<file path="src/rtl/ssd_scan_ctl.sv">
// Four-digit multiplexed 7-segment scan controller.
// Snapshots the digit codes once per frame, then scans them onto a shared
// active-low segment bus with active-low digit enables.
`timescale 1ns/1ps

module ssd_scan_ctl #(
  parameter int unsigned SCAN_DIV   = 50000,
  parameter bit          LZ_DEFAULT = 1'b1
) (
  input  logic       clk,
  input  logic       rst_n,
  input  logic [3:0] in0,
  input  logic [3:0] in1,
  input  logic [3:0] in2,
  input  logic [3:0] in3,
  input  logic [3:0] dp_in,
  input  logic       lz_en,
  output logic [3:0] ssd_ctl,
  output logic [7:0] segs,
  output logic       frame_tick
);

  localparam int unsigned    CntW   = $clog2(SCAN_DIV);
  localparam logic [CntW-1:0] CntMax = CntW'(SCAN_DIV - 1);

  // Prescaler and slot select.
  logic [CntW-1:0] cnt_q, cnt_d;
  logic [1:0]      sel_q, sel_d;
  logic            tick, snap;

  // Per-frame shadow of the inputs.
  logic [3:0][3:0] dig_q, dig_d;
  logic [3:0]      dp_q, dp_d;
  logic            lz_q, lz_d;

  // Registered outputs.
  logic [3:0] ssd_ctl_q, ssd_ctl_d;
  logic [7:0] segs_q, segs_d;
  logic       frame_tick_q, frame_tick_d;

  // Active-low segment decode {a,b,c,d,e,f,g,dp}; dp is left off here.
  function automatic logic [7:0] decode(input logic [3:0] code);
    logic [7:0] s;
    case (code)
      4'h0:    s = 8'h03;
      4'h1:    s = 8'h9F;
      4'h2:    s = 8'h25;
      4'h3:    s = 8'h0D;
      4'h4:    s = 8'h99;
      4'h5:    s = 8'h49;
      4'h6:    s = 8'h41;
      4'h7:    s = 8'h1F;
      4'h8:    s = 8'h01;
      4'h9:    s = 8'h09;
      4'hA:    s = 8'hFD;  // minus: segment g only
      default: s = 8'hFF;  // blank codes
    endcase
    return s;
  endfunction

  // State register: prescaler, select, shadow and output registers.
  always_ff @(posedge clk or negedge rst_n) begin
    if (!rst_n) begin
      cnt_q        <= '0;
      sel_q        <= 2'd0;
      dig_q        <= {4{4'hF}};
      dp_q         <= 4'b0000;
      lz_q         <= LZ_DEFAULT;
      ssd_ctl_q    <= 4'b1110;
      segs_q       <= 8'hFF;
      frame_tick_q <= 1'b0;
    end else begin
      cnt_q        <= cnt_d;
      sel_q        <= sel_d;
      dig_q        <= dig_d;
      dp_q         <= dp_d;
      lz_q         <= lz_d;
      ssd_ctl_q    <= ssd_ctl_d;
      segs_q       <= segs_d;
      frame_tick_q <= frame_tick_d;
    end
  end

  // Next state: prescaler wrap, slot advance, and end-of-frame snapshot.
  always_comb begin
    tick  = (cnt_q == CntMax);
    snap  = tick && (sel_q == 2'd3);
    cnt_d = tick ? '0 : cnt_q + CntW'(1);
    sel_d = tick ? sel_q + 2'd1 : sel_q;
    dig_d = dig_q;
    dp_d  = dp_q;
    lz_d  = lz_q;
    if (snap) begin
      dig_d = {in3, in2, in1, in0};
      dp_d  = dp_in;
      lz_d  = lz_en;
    end
  end

  // Output next values, derived from the next select and next shadow so the
  // registered outputs always match the slot being shown.
  logic [3:0] sup;
  always_comb begin
    // A digit is suppressed only if it is zero and everything left of it was too.
    sup[3] = lz_d && (dig_d[3] == 4'h0);
    sup[2] = sup[3] && (dig_d[2] == 4'h0);
    sup[1] = sup[2] && (dig_d[1] == 4'h0);
    sup[0] = 1'b0;

    ssd_ctl_d    = ~(4'b0001 << sel_d);
    segs_d       = sup[sel_d] ? 8'hFF : decode(dig_d[sel_d]);
    if (dp_d[sel_d]) begin
      segs_d[0] = 1'b0;
    end
    frame_tick_d = snap;
  end

  assign ssd_ctl    = ssd_ctl_q;
  assign segs       = segs_q;
  assign frame_tick = frame_tick_q;

endmodule

</file>
<file path="config.mk">
export PLATFORM = sky130hd
export DESIGN_NAME = ssd_scan_ctl
export DESIGN_NICKNAME = d
export VERILOG_FILES = /design/src/rtl/ssd_scan_ctl.sv
export SDC_FILE = /design/constraint.sdc
export NUM_CORES = 1
export LEC_CHECK = 0
export CAP_MARGIN = 20
export CORE_ASPECT_RATIO = 1.25
export CORE_MARGIN = 1
export CORE_UTILIZATION = 54
export CTS_BUF_LIST = sky130_fd_sc_hd__clkbuf_16
export DETAILED_ROUTE_END_ITERATION = 16
export GPL_TIMING_DRIVEN = 0
export PLACE_DENSITY_LB_ADDON = 0.2
export SYNTH_ARGS = -nofsm -noshare
export SYNTH_HDL_FRONTEND = slang
export SYNTH_SLANG_ARGS = --single-unit
export TNS_END_PERCENT = 10
</file>
<file path="constraint.sdc">
create_clock -name clk -period 3.7 [get_ports clk]
set_clock_uncertainty 0.2 [all_clocks]
set_input_delay 0.555 -clock clk [delete_from_list [all_inputs] [get_ports clk]]
set_output_delay 0.555 -clock clk [all_outputs]
set_load 0.02 [all_outputs]
</file>
==> results.py, run 1 <==
metrics = {
    "outcome": {
        "status": "completed",
    },
    "synth": {
        "synth_compound_gate_area_share": 0.0594,
        "ys_warn_count": 0,
        "asyncSetResetFlopFracSynth": 1.00,
        "synth_xor_area_frac": 0.0580,
        "synth_top_family_by_area": "simple AND/OR/NAND/NOR gates",
        "synth_simple_gate_area_frac": 0.143,
        "post_synth_mux_area_share": 0.131,
        "syn_avg_cell_area_um2": 11.4,
        "ys_dominant_reg_cell": "dfstp_2",
        "edff_count_synth": 0,
        "post_synthesis_register_bit_count": 52,
        "synth_sequential_area_ratio": 0.516,
        "mappedNetlistNets": 258,
        "post_synth_inst_count": 227,
        "post_synth_num_cell_types": 39,
        "yosys.area_share.adder": 0.0387,
        "syn_area_um2": 2590,
    },
    "floorplan": {
        "core_area_um2": 4490,
        "dieArea_um2": 5080,
        "start_util": 0.576,
        "die_w_um": 63.9,
        "die-height_um": 79.4,
        "num_rows": 27,
        "pin_count": 36,
    },
    "global_route": {
        "grt_max_degree": 35,
        "grt-ovfl-total": 0,
        "most_used_routing_layer": "met2",
        "grt_first_pass_wirelength_mm": 8.46,
        "global_route.usage.met2": 0.383,
        "globalRouteMet1Util": 0.264,
        "globalRouteTotalUtil": 0.222,
        "globalRouteMet3Util": 0.0514,
        "number_of_antenna_violations_at_the_first_check_in_global_routing": 0,
        "vias_in_the_first_global_route": 1834,
    },
    "drt": {
        "ant_nets": 0,
        "detailedRoute.firstIterationViolations": 92,
        "dr_total_vias": 1739,
        "firstDrtPassIters": 4,
        "route.detailed.vias_per_inst": 5.29,
        "routedWlPerCell_um": 15.0,
        "detail_route.drc_violations": 0,
        "routed_wl_mm": 4.93,
    },
    "finish": {
        "drive_gt1_frac": 0.225,
        "area.sequential_um2": 1340,
        "areaGrowthSynthToFinish_pct": 22.3,
        "layout.filler_cells": 337,
        "multiInputGateArea_um2": 1110,
        "final_design_area_no_fill_um2": 3170,
        "nets": 301,
        "antenna_cell_count": 0,
    },
    "cts": {
        "h-tree-depth": 2,
        "post_cts_clock_slew_at_the_launch_and_capture_registers_of_the_worst_setup_and_hold_paths_ps": 60,
        "cts_hold_buf": 0,
        "clockRootBuffer": "clkbuf_16",
        "skew_pair_late_insertion_delay_ps": 290,
        "cts_tree": "yes",
        "cts-root-to-sink-buffers": 2,
        "cts_setup_buffers": 0,
        "post_cts.resized_instances": 0,
        "clock_sink_count": 52,
        "cts-buffers-inserted": 5,
    },
    "flow_run": {
        "max_cap_viol_count": 0,
    },
    "power_and_ir_drop": {
        "report.power.total_mw": 1.15,
        "ir_drop_mv": 0.276,
        "p_per_area_nw_per_um2": 364,
        "leakage_nw": 1.50,
    },
    "place": {
        "dp_hpwl_mm": 3.63,
        "gpl.final_weighted_congestion": 0.788,
        "place.port_buffers": 35,
        "detailed_place.area_um2": 3030,
        "dp_slack_ps": 470,
    },
    "timing": {
        "final-setup-viol-count": 0,
        "rsz_0062_raised_after_global_routing": "false",
        "hold_violations": 0,
        "fin_setup_tns_ps": 0,
        "drv_slew": 0,
        "final_cycle_utilization_of_the_critical_path": 0.898,
        "maxClockFrequency_mhz": 301,
        "worstMarginPinSlew_ps": 500,
        "timing.final.ws_setup_ps": 378,
        "slew_headroom": 0.660,
        "finalCriticalPeriod_ps": 3320,
    },
    "setup_path": {
        "setup.worst_path.start_class": "register",
        "crit_required_ps": 3730,
        "criticalPathCategory": "reg2reg",
        "timing.critical_path.to_type": "register",
        "critPathMaxFanout": 6,
        "cp.arrival_ps": 3360,
    },
    "worst_hold_path": {
        "hold_class": "in2async",
    },
}
[area by class of cell]
| type | count | share of cell area |
|---|---|---|
| Timing Repair Buffer | 36 | 0.115 |
| Tap cell | 58 | 0.0229 |
| Sequential cell | 52 | 0.422 |
| Clock inverter | 3 | 0.00474 |
| Multi-Input combinational cell | 147 | 0.351 |
| Clock buffer | 5 | 0.0395 |
| Inverter | 21 | 0.0249 |
| Buffer | 7 | 0.0194 |
[logic make-up after synthesis]
| group | Yosys count |
|---|---|
| and+or+nand+nor | 72 |
| buffers and inverters | 28 |
| xor gates and xnor gates | 15 |
| muxes | 29 |
| AOI/OAI and AO/OA | 23 |
| adders and majority gates | 8 |
| DFF | 52 |
[synth_stat cells (2+ instances only)]
| cell type | number | area, µm² |
|---|---|---|
| and3_1 | 3 | 18.8 |
| o22a_1 | 2 | 17.5 |
| mux2i_1 | 19 | 190 |
| xnor2_1 | 5 | 43.8 |
| mux2_2 | 6 | 67.6 |
| a21oi_1 | 3 | 15.0 |
| mux4_2 | 3 | 67.6 |
| nor4_1 | 6 | 37.5 |
| nand4_1 | 2 | 12.5 |
| nand2_1 | 29 | 109 |
| nand3_1 | 8 | 40.0 |
| nor3_1 | 3 | 15.0 |
| ha_1 | 8 | 100 |
| inv_1 | 20 | 75.1 |
| nor2_1 | 13 | 48.8 |
| and4bb_2 | 2 | 25.0 |
| a21o_1 | 5 | 37.5 |
| o21ai_0 | 8 | 40.0 |
| dfrtp_1 | 24 | 601 |
| dfstp_2 | 28 | 736 |
| xor2_1 | 9 | 78.8 |
| buf_6 | 4 | 45.0 |
[critical path, stage by stage (launching register included)]
cell and delay (ps):
dfrtp_1 410, ha_1 240, and3_1 140, buf_2 150, nand4_1 250, mux2i_2 520
inv_2 190, mux2i_1 180, mux2_2 330, ha_1 340, o21ai_0 180, a21o_1 140
[metrics by stage]
step                      hold WS (ps)  utilization  cells
after floorplan                   59.4            -    227
after global placement             247        0.670    320
after detailed placement           253        0.674    321
after CTS                         14.9        0.705    329
after global routing              41.3        0.705    329
final                             2.31        0.705    329
[cell usage in the layout, fill, tap and decap left out, types with 3 or more instances in the layout]
cell type        instances
o21ai_0                  8
inv_1                   21
a21o_1                   5
xnor2_1                  5
mux2_2                   6
nor2_1                  13
nor3_1                   3
ha_1                     8
dfrtp_1                 24
dfstp_2                 28
mux4_2                   3
a21oi_1                  3
clkbuf_16                5
clkdlybuf4s50_1         34
and3_1                   3
mux2i_1                 19
buf_6                    4
nand2_1                 29
nor4_1                   6
xor2_1                   9
nand3_1                  8
[registers in the layout (all words and copies together), names as in the netlist]
name,count
sel_q,2
frame_tick,1
ssd_ctl,4
segs,8
cnt_q,16
dig_q,16
lz_q,1
dp_q,4
[final timing paths]
path	startpoint	end	slack [ps]	cells after the start
worst max-delay path	cnt_q[0]	segs[4]	380	11
worst min-delay path	rst_n	cnt_q[2]	2	1
worst max register to register	cnt_q[0]	segs[4]	380	11
worst min register to register	lz_q	lz_q	270	2
max in group asynchronous	rst_n	dig_q[4]	2720	2
min in group clk	lz_q	lz_q	270	2
[where the power goes]
part | switching, mW | internal (mW) | leakage [nW]
registers | 0.00623 | 0.597 | 0.594
logic | 0.0506 | 0.0542 | 0.840
clock network | 0.199 | 0.246 | 0.0687
[layer usage]
metal	vias up	share of wire
met5	-	0
met4	0	0.021
met3	10	0.032
met2	30	0.52
met1	842	0.42
li1	857	-
(Power assumes the default switching activity.)
==> inputs of run 2 (changes only) <==
Settings changed: SLEW_MARGIN set to 20, TNS_END_PERCENT 10 to 5.
==> results of run 2 <==
The final DEF is identical to that of run 1; final timing and power are the same.
